==> src/rtl/mips_ctrl_pkg.sv <==
// mips_ctrl_pkg: opcodes, state encodings, select codes and the control word for the multicycle MIPS controller
package mips_ctrl_pkg;
  localparam logic [5:0] OP_RTYPE = 6'b000000;
  localparam logic [5:0] OP_LW    = 6'b100011;
  localparam logic [5:0] OP_SW    = 6'b101011;
  localparam logic [5:0] OP_BEQ   = 6'b000100;
  localparam logic [5:0] OP_BNE   = 6'b000101;
  localparam logic [5:0] OP_ADDI  = 6'b001000;
  localparam logic [5:0] OP_J     = 6'b000010;
  localparam logic [1:0] ALU_OP_ADD   = 2'd0;
  localparam logic [1:0] ALU_OP_SUB   = 2'd1;
  localparam logic [1:0] ALU_OP_FUNCT = 2'd2;
  localparam logic [1:0] SRCB_B      = 2'd0;
  localparam logic [1:0] SRCB_FOUR   = 2'd1;
  localparam logic [1:0] SRCB_IMM    = 2'd2;
  localparam logic [1:0] SRCB_IMM_SH = 2'd3;
  localparam logic [1:0] PCSRC_ALU    = 2'd0;
  localparam logic [1:0] PCSRC_ALUOUT = 2'd1;
  localparam logic [1:0] PCSRC_JUMP   = 2'd2;
  typedef enum logic [3:0] {
    S_FETCH  = 4'd0,
    S_DECODE = 4'd1,
    S_MEMADR = 4'd2,
    S_MEMRD  = 4'd3,
    S_MEMWB  = 4'd4,
    S_MEMWR  = 4'd5,
    S_EXEC   = 4'd6,
    S_ALUWB  = 4'd7,
    S_BRANCH = 4'd8,
    S_JUMP   = 4'd9,
    S_ADDIEX = 4'd10,
    S_ADDIWB = 4'd11
  } state_t;
  typedef struct packed {
    logic       pc_en;
    logic       iord;
    logic       mem_read;
    logic       mem_write;
    logic       ir_write;
    logic       reg_dst;
    logic       mem_to_reg;
    logic       reg_write;
    logic       alu_src_a;
    logic [1:0] alu_src_b;
    logic [1:0] alu_op;
    logic [1:0] pc_src;
  } ctrl_t;
  function automatic logic op_legal(input logic [5:0] op);
    return op inside {OP_RTYPE, OP_LW, OP_SW, OP_BEQ, OP_BNE, OP_ADDI, OP_J};
  endfunction
endpackage

==> src/rtl/ctrl_out_decode.sv <==
// ctrl_out_decode: combinational state/bne_q/zero -> datapath control word
module ctrl_out_decode
  import mips_ctrl_pkg::*;
(
  input  state_t i_state,
  input  logic   i_bne_q,
  input  logic   i_zero,
  input  logic   i_ready,
  output ctrl_t  o_ctrl
);
  logic w_pc_write;
  logic w_pc_cond;
  // Moore decode; pc_en folds in the branch condition, FETCH commits only when memory is ready
  always_comb begin
    o_ctrl     = '0;
    w_pc_write = 1'b0;
    w_pc_cond  = 1'b0;
    case (i_state)
      S_FETCH: begin
        o_ctrl.mem_read  = 1'b1;
        o_ctrl.ir_write  = i_ready;
        o_ctrl.alu_src_b = SRCB_FOUR;
        o_ctrl.alu_op    = ALU_OP_ADD;
        o_ctrl.pc_src    = PCSRC_ALU;
        w_pc_write       = i_ready;
      end
      S_DECODE: o_ctrl.alu_src_b = SRCB_IMM_SH;
      S_MEMADR, S_ADDIEX: begin
        o_ctrl.alu_src_a = 1'b1;
        o_ctrl.alu_src_b = SRCB_IMM;
      end
      S_MEMRD: begin
        o_ctrl.iord     = 1'b1;
        o_ctrl.mem_read = 1'b1;
      end
      S_MEMWB: begin
        o_ctrl.mem_to_reg = 1'b1;
        o_ctrl.reg_write  = 1'b1;
      end
      S_MEMWR: begin
        o_ctrl.iord      = 1'b1;
        o_ctrl.mem_write = 1'b1;
      end
      S_EXEC: begin
        o_ctrl.alu_src_a = 1'b1;
        o_ctrl.alu_src_b = SRCB_B;
        o_ctrl.alu_op    = ALU_OP_FUNCT;
      end
      S_ALUWB: begin
        o_ctrl.reg_dst   = 1'b1;
        o_ctrl.reg_write = 1'b1;
      end
      S_ADDIWB: o_ctrl.reg_write = 1'b1;
      S_BRANCH: begin
        o_ctrl.alu_src_a = 1'b1;
        o_ctrl.alu_op    = ALU_OP_SUB;
        o_ctrl.pc_src    = PCSRC_ALUOUT;
        w_pc_cond        = 1'b1;
      end
      S_JUMP: begin
        o_ctrl.pc_src = PCSRC_JUMP;
        w_pc_write    = 1'b1;
      end
      default: ;
    endcase
    o_ctrl.pc_en = w_pc_write | (w_pc_cond & (i_zero ^ i_bne_q));
  end
endmodule

==> src/rtl/multicycle_control.sv <==
// multicycle_control: main control FSM for the multicycle MIPS datapath; MULTICYCLE_MEM_WAIT_EN adds mem_ready wait states
module multicycle_control
  import mips_ctrl_pkg::*;
#(
  parameter int STATE_W = 4,
  parameter int OP_W    = 6
) (
  input  logic               clk,
  input  logic               reset,
`ifdef MULTICYCLE_MEM_WAIT_EN
  input  logic               mem_ready,
`endif
  input  logic [OP_W-1:0]    opcode,
  input  logic               zero,
  output logic               pc_en,
  output logic               iord,
  output logic               mem_read,
  output logic               mem_write,
  output logic               ir_write,
  output logic               reg_dst,
  output logic               mem_to_reg,
  output logic               reg_write,
  output logic               alu_src_a,
  output logic [1:0]         alu_src_b,
  output logic [1:0]         alu_op,
  output logic [1:0]         pc_src,
  output logic               illegal_op,
  output logic [STATE_W-1:0] state_o
);
  state_t     r_state;
  state_t     w_next;
  logic       r_bne_q;
  logic       r_sw;
  logic       w_ready;
  logic [5:0] w_op;
  ctrl_t      w_ctrl;
`ifdef MULTICYCLE_MEM_WAIT_EN
  assign w_ready = mem_ready;
`else
  assign w_ready = 1'b1;
`endif
  assign w_op       = 6'(opcode);
  assign state_o    = STATE_W'(r_state);
  assign illegal_op = (r_state == S_DECODE) & ~op_legal(w_op);
  // State register; bne/sw flavour captured in DECODE since opcode is only valid there
  always_ff @(posedge clk) begin
    if (reset) begin
      r_state <= S_FETCH;
      r_bne_q <= 1'b0;
      r_sw    <= 1'b0;
    end else begin
      r_state <= w_next;
      if (r_state == S_DECODE) begin
        r_bne_q <= w_op == OP_BNE;
        r_sw    <= w_op == OP_SW;
      end
    end
  end
  // Next-state logic; write-back, branch, jump and unused encodings all return to FETCH
  always_comb begin
    w_next = S_FETCH;
    case (r_state)
      S_FETCH:  w_next = w_ready ? S_DECODE : S_FETCH;
      S_DECODE: w_next = (w_op == OP_RTYPE)                   ? S_EXEC   :
                         (w_op == OP_LW  || w_op == OP_SW)    ? S_MEMADR :
                         (w_op == OP_BEQ || w_op == OP_BNE)   ? S_BRANCH :
                         (w_op == OP_ADDI)                    ? S_ADDIEX :
                         (w_op == OP_J)                       ? S_JUMP   : S_FETCH;
      S_MEMADR: w_next = r_sw ? S_MEMWR : S_MEMRD;
      S_MEMRD:  w_next = w_ready ? S_MEMWB : S_MEMRD;
      S_MEMWR:  w_next = w_ready ? S_FETCH : S_MEMWR;
      S_EXEC:   w_next = S_ALUWB;
      S_ADDIEX: w_next = S_ADDIWB;
      default:  w_next = S_FETCH;
    endcase
  end
  ctrl_out_decode u_dec (
    .i_state (r_state),
    .i_bne_q (r_bne_q),
    .i_zero  (zero),
    .i_ready (w_ready),
    .o_ctrl  (w_ctrl)
  );
  assign {pc_en, iord, mem_read, mem_write, ir_write, reg_dst, mem_to_reg, reg_write,
          alu_src_a, alu_src_b, alu_op, pc_src} = w_ctrl;
endmodule
==> config.mk <==
export PLATFORM = sky130hd
export DESIGN_NAME = multicycle_control
export DESIGN_NICKNAME = d
export VERILOG_FILES = /design/src/rtl/mips_ctrl_pkg.sv /design/src/rtl/ctrl_out_decode.sv /design/src/rtl/multicycle_control.sv
export SDC_FILE = /design/constraint.sdc
export NUM_CORES = 1
export LEC_CHECK = 0
export BUFFER_PORTS_ARGS = -buffer_cell sky130_fd_sc_hd__clkbuf_2
export CAP_MARGIN = 40
export CORE_MARGIN = 2
export CORE_UTILIZATION = 41
export DETAILED_ROUTE_END_ITERATION = 8
export GPL_ROUTABILITY_DRIVEN = 0
export PLACE_DENSITY = 0.83
export SLEW_MARGIN = 10
export SYNTH_ARGS = -nofsm -noshare
export SYNTH_HDL_FRONTEND = slang
export SYNTH_HIERARCHICAL = 1
export SYNTH_SLANG_ARGS = --single-unit
==> constraint.sdc <==
create_clock -name clk -period 1.8 [get_ports clk]
set_input_delay 0.27 -clock clk [delete_from_list [all_inputs] [get_ports clk]]
set_output_delay 0.27 -clock clk [all_outputs]
set_load 0.01 [all_outputs]
* Word-level counts from Yosys, hierarchy flattened
Cells that the tools add are included.
Storage, ports and cells: flip-flop bits (word level) 6, bits of input ports 9, output and inout port bits 20, word-level logic and storage cells 56
Cells by class: equal/unequal tests 17, mux-type cells 20, bitwise operators 5, reduce and logical (&&, ||, !) cells 11
Operators with widths (count):
- one-hot mux 4 bit (6 select lines) | 1
- two-way mux 4 bit | 5
- == test 4 x 3 -> 1 bit (second input constant) | 4
- == test 4 bit (second input constant) | 4
- == test 6 x 3 -> 1 bit (second input constant) | 2
- == test 6 bit (second input constant) | 2
- two-way mux 1 bit | 10
- == test 4 x 2 -> 1 bit (second input constant) | 2
- one-hot mux 2 bit (2 select lines) | 2
- OR reduction 2 bit | 4
- nonzero test 7 bit | 1
- == test 6 x 2 -> 1 bit (second input constant) | 1
- == test 6 x 4 -> 1 bit (second input constant) | 1
- logical NOT 6 bit | 1
- one-hot mux 2 bit (3 select lines) | 1
- == test 4 x 1 -> 1 bit (second input constant) | 1
- logical NOT 4 bit | 1
- OR reduction 4 bit | 1
- two-way mux 3 bit | 1
- OR reduction 3 bit | 1
- bitwise AND 1 bit | 2
- logical OR 1 bit | 2
- NOT 1 bit | 1
- OR 1 bit | 1
- bitwise XOR 1 bit | 1

* Longest topological paths before layout
depth after elaboration 7, gate-level depth with buffers 6, gate-level depth less buffers 4

* Hierarchy
The synthesis kept the hierarchy.
By module, submodules not included:
- multicycle_control | times used 1, cells an instance 53, area an instance 424.2 um^2, sequential area each 120.1 um^2
- ctrl_out_decode | times used 1, cells an instance 29, area an instance 237.7 um^2, sequential area each 0.0 um^2

* Worst setup path before layout
Ideal clock, no wire load.
path type reg-to-reg, start register r_state[2], in the netlist state_o[2], end register r_state[2], in the netlist state_o[2], library setup time 0.070 ns, arrival 1.743 ns, data required time 1.730 ns, path slack -0.013 ns, cell stages (with the launch flop) 6, buffers on the path 2, clock period less this slack 1.813 ns, path through dfxtp_1 buf_6 or4b_4 buf_6 or4b_1 a21oi_1
On the way: cells in the longest elaborated chain, start to end 2, elaborated cells on any way between the ends 7, those cells by class 5 x eq/ne; 1 x mux; 1 x reduce/logical
RTL lines:
- from (decl) | line multicycle_control.sv:30 | state_t r_state;
- from (signal assigned) | line multicycle_control.sv:52 | r_state <= w_next;
- == test 4 bit (tied with other cells) | line multicycle_control.sv:62 | case (r_state)
- one-hot mux 4 bit (6 select lines) (*) | line multicycle_control.sv:62
Every way passes the cells marked *; elsewhere a longest branch is shown, timed or not. A chain may end at the register's enable or synchronous reset.

* Worst setup path after layout
start input opcode[1], end output illegal_op
On the way: cells in the longest elaborated chain, start to end 4, elaborated cells on any way between the ends 10, those cells by class 6 x eq/ne; 2 x bitwise; 2 x reduce/logical
RTL lines:
- from (decl) | line multicycle_control.sv:13 | input logic [OP_W-1:0] opcode,
- == test 6 bit (tied with other cells) | line mips_ctrl_pkg.sv:49 | return op inside {OP_RTYPE, OP_LW, OP_SW, OP_BEQ, OP_BNE, OP_ADDI, OP_J};
- nonzero test 7 bit (*) | line mips_ctrl_pkg.sv:49
- NOT 1 bit (*) | line multicycle_control.sv:44 | assign illegal_op = (r_state == S_DECODE) & ~op_legal(w_op);
- bitwise AND 1 bit (*) | line multicycle_control.sv:44
- to (decl) | line multicycle_control.sv:27 | output logic illegal_op,
Marked as above.

==> results by group <==
Status
  – Status: finished, final reports clean

Setup path
  – RR Endpoint: state_o[2]
  – CP startpoint kind: primary input
  – Critical-path cell list: clkbuf_2 > maj3_1 > or3_1 > a21oi_1 > nor3_2 > clkbuf_2
  – RR Startpoint: state_o[2]
  – Most used cell, CP: clkbuf_2
  – Critical path launch point: opcode[1]
  – Reg2Reg Depth: 3
  – Critical Path RT: roughly 1500 ps
  – Crit path DAT: 1470 ps
  – Crit Path Category: primary input to primary output
  – CP max FO: 8
  – CP max-delay cell: maj3_1
  – WP depth: 6
  – CP bufs+invs: 2
  – Cell family with most CP delay: simple AND/OR/NAND/NOR gates
  – Critical Path Max Stage Delay: approximately 350 ps
  – Crit end category: primary output
  – Reg-to-reg setup timing slack: about 200 ps
  – End of the critical path: illegal_op

Layout
  – Nets: 120
  – Reg area: 121 um2
  – Design area: around 800 um2
  – # fillers: approximately 160
  – Area Overhead vs Synth: 24.4%
  – Finished Layout Cells: ~130
  – Multi-input gate area: between 400 and 500 um2
  – Layout cells sized above 1: approximately two fifths
  – N_diodes: 0
  – Final core utilization: a little over half

STA
  – Worst-Margin Slew: about 460 ps
  – Max Slew Vio Count: 0
  – RSZ-0062 raised after global routing: false
  – Final setup viols: 0
  – Slew headroom: approximately two thirds
  – Fin crit share: ~97%
  – Min Tclk post-route: roughly 1700 ps
  – Setup tns final: 0 ps
  – Worst Skew: between 0.2 and 0.3 ps
  – Hold Worst Slack: between 200 and 250 ps
  – Fin. Hold Viols: 0
  – Fmax: 0.574 GHz
  – Worst setup margin: approximately 57 ps

Yosys
  – Syn Nets: 91
  – Syn. warnings: 6
  – Avg Cell Area, Syn: between 8 and 9 um2
  – Synth Instances: between 80 and 90
  – Sequential area share after synthesis: 18.1%
  – Count of state elements after synthesis: 6
  – Synth Cell Area: approximately 660 um2
  – Yosys cell types: 43

Global route
  – Vias in the first global route: around 660
  – GR Overflow Total: 0
  – First-pass GRT wire length: between 2000 and 3000 um
  – Initial antenna violation count: 0
  – Largest net degree at the start of global routing: 23
  – GRT Resource Usage Total: between 10% and 20%

Min path
  – HP Class: primary input to flop
  – Hold Crit Depth: 2

Place
  – Post-DP HPWL: about 1100 um
  – Post-place setup slack: about 130 ps
  – PortBufs: 28
  – Dpl cell area: just under 800 um2
  – DP Cell Count: roughly 120

Clocking
  – CTS tree: yes
  – Root buffer cell: clkbuf_4
  – Reg clk slew, reported paths: ~40 ps
  – Worst-skew pair later-pin latency: ~240 ps
  – Clock Tree Buf Depth: 2
  – Cts bufs inserted: 3
  – H-tree depth: 1
  – Num Clock Sinks: 6

Floorplan
  – Die area: 1950 um2
  – Initial Util: 43.9%
  – IO Pins: 29
  – Row cnt: 14
  – Die Wd: around 44 um
  – Die height: approximately 44 um
  – Core area: about 1500 um2

Power and ir drop
  – Power, Total: between 300 and 400 uW
  – PD cells: roughly 450 nW/um2
  – Leak: around 0.35 nW
  – Worst VDD drop: 0.411 mV

Job
  – Max capacitance violation total: 0

Drt
  – Antenna Nets Post-Route: 0
  – WL final: between 1500 and 2000 um
  – DR pass1 iterations: 4
  – DR vias: about 730
  – DR vias/cell: around 5.8
  – DRT iter0 DRCs: 4
  – Drc violations: 0
  – WL/cell: around 13 um
==> Yosys cell counts, drive strengths merged <==
library cell  instances  area share, %
nand2                 2            1.1
a31o                  1            1.3
xor2                  3            4.0
and3                  2            1.9
and2                  1           0.95
nand2b                3            2.8
a211oi                1            1.9
o221a                 1            1.7
maj3                  3            4.5
nor3                  6            5.3
a31oi                 1           0.95
inv                   1           0.57
nand4b                1            1.3
or2                   1           0.95
or3                   2            1.9
nand3                 1           0.76
or3b                  1            1.3
nor2                 10            5.7
o21ai                 1           0.76
nor2b                 1           0.95
a2111oi               1            1.3
conb                  1           0.57
nor4b                 3            5.9
buf                   7            8.7
clkbuf                1           0.57
or4b                  2            3.6
and4b                 1            1.5
nor4                  1           0.95
a21oi                 5            3.8
o21a                  1            1.1
a2111o                1            1.7
nor3b                 2            2.3
nor4bb                2            3.0
mux2i                 1            1.5
nand4                 1           0.95
dfxtp                 6             18
nand3b                1            1.1
xnor2                 2            2.6
==> flip-flops by register name, summed over array words and instances (netlist names) <==
signal / count
r_bne_q: 1
r_sw: 1
state_o: 4
==> cell families (layout without fill, tap and decap cells) <==
logic type	after synthesis	after routing	synth area share, %
XOR/XNOR	5	5	6.62
adder cells (fa/ha/maj)	3	3	4.54
multiplexers	1	1	1.51
buffers and inverters	9	36	9.83
AND/OR/NAND/NOR	44	44	44.2
other	1	1	0.567
AO/OA/AOI/OAI	13	13	14.6
flip-flops	6	6	18.1
==> placed cells by master (no fill, tap or decap), drive strengths merged, types with 2 or more instances in the layout <==
master,n
nor4b,3
or3,2
nor3b,2
and3,2
buf,4
nand2,2
nand2b,3
xor2,3
nor2,10
or4b,2
nor4bb,2
xnor2,2
dfxtp,6
a21oi,5
nor3,6
maj3,3
clkbuf,31
==> worst min path at each step <==
| stage | from | slack [ps] | endpoint |
|---|---|---|---|
| CTS | reset | 210 | r_sw |
| global placement | reset | 460 | r_bne_q |
| floorplan | reset | 340 | r_bne_q |
| detailed placement | reset | 470 | r_sw |
| global route | reset | 220 | r_bne_q |
| finish | reset | 220 | r_sw |
==> area by class of cell <==
type	instances	share of cell area, %
tap	16	2.43
multi-input combinational	67	58.5
inverter	1	0.456
sequential	6	14.7
clock buffer	3	2.74
timing repair buffer	32	21.1
==> worst reg2reg max path, delay by kind of cell, from the launching register on <==
kind	cells	cell delay, ps
AO/OA/AOI/OAI	1	140
AND/OR/NAND/NOR	2	1070
flip-flops	1	310
==> report_power, final <==
part | switching, mW | leakage (nW) | internal (mW)
Clock | 0.0456 | 0.0138 | 0.0752
Combinational | 0.0593 | 0.290 | 0.0490
Sequential | 0.00158 | 0.0492 | 0.136
==> metal layers <==
metal,routed length [um],GRT usage (%),up-vias,part of all wire (%)
met5,0,0,-,0
met4,4,3.64,0,0.25
met3,130,5.31,2,8.3
met2,720,31.2,36,46
met1,714,24.1,330,46
li1,-,-,359,-
==> timing repair <==
item,4_1_cts,5_1_grt
endpoints found under the setup margin,0,2
hold buffers,0,0
setup buffers,0,0
resized for setup,0,2
Note: power is estimated with default switching activity, not from simulation.
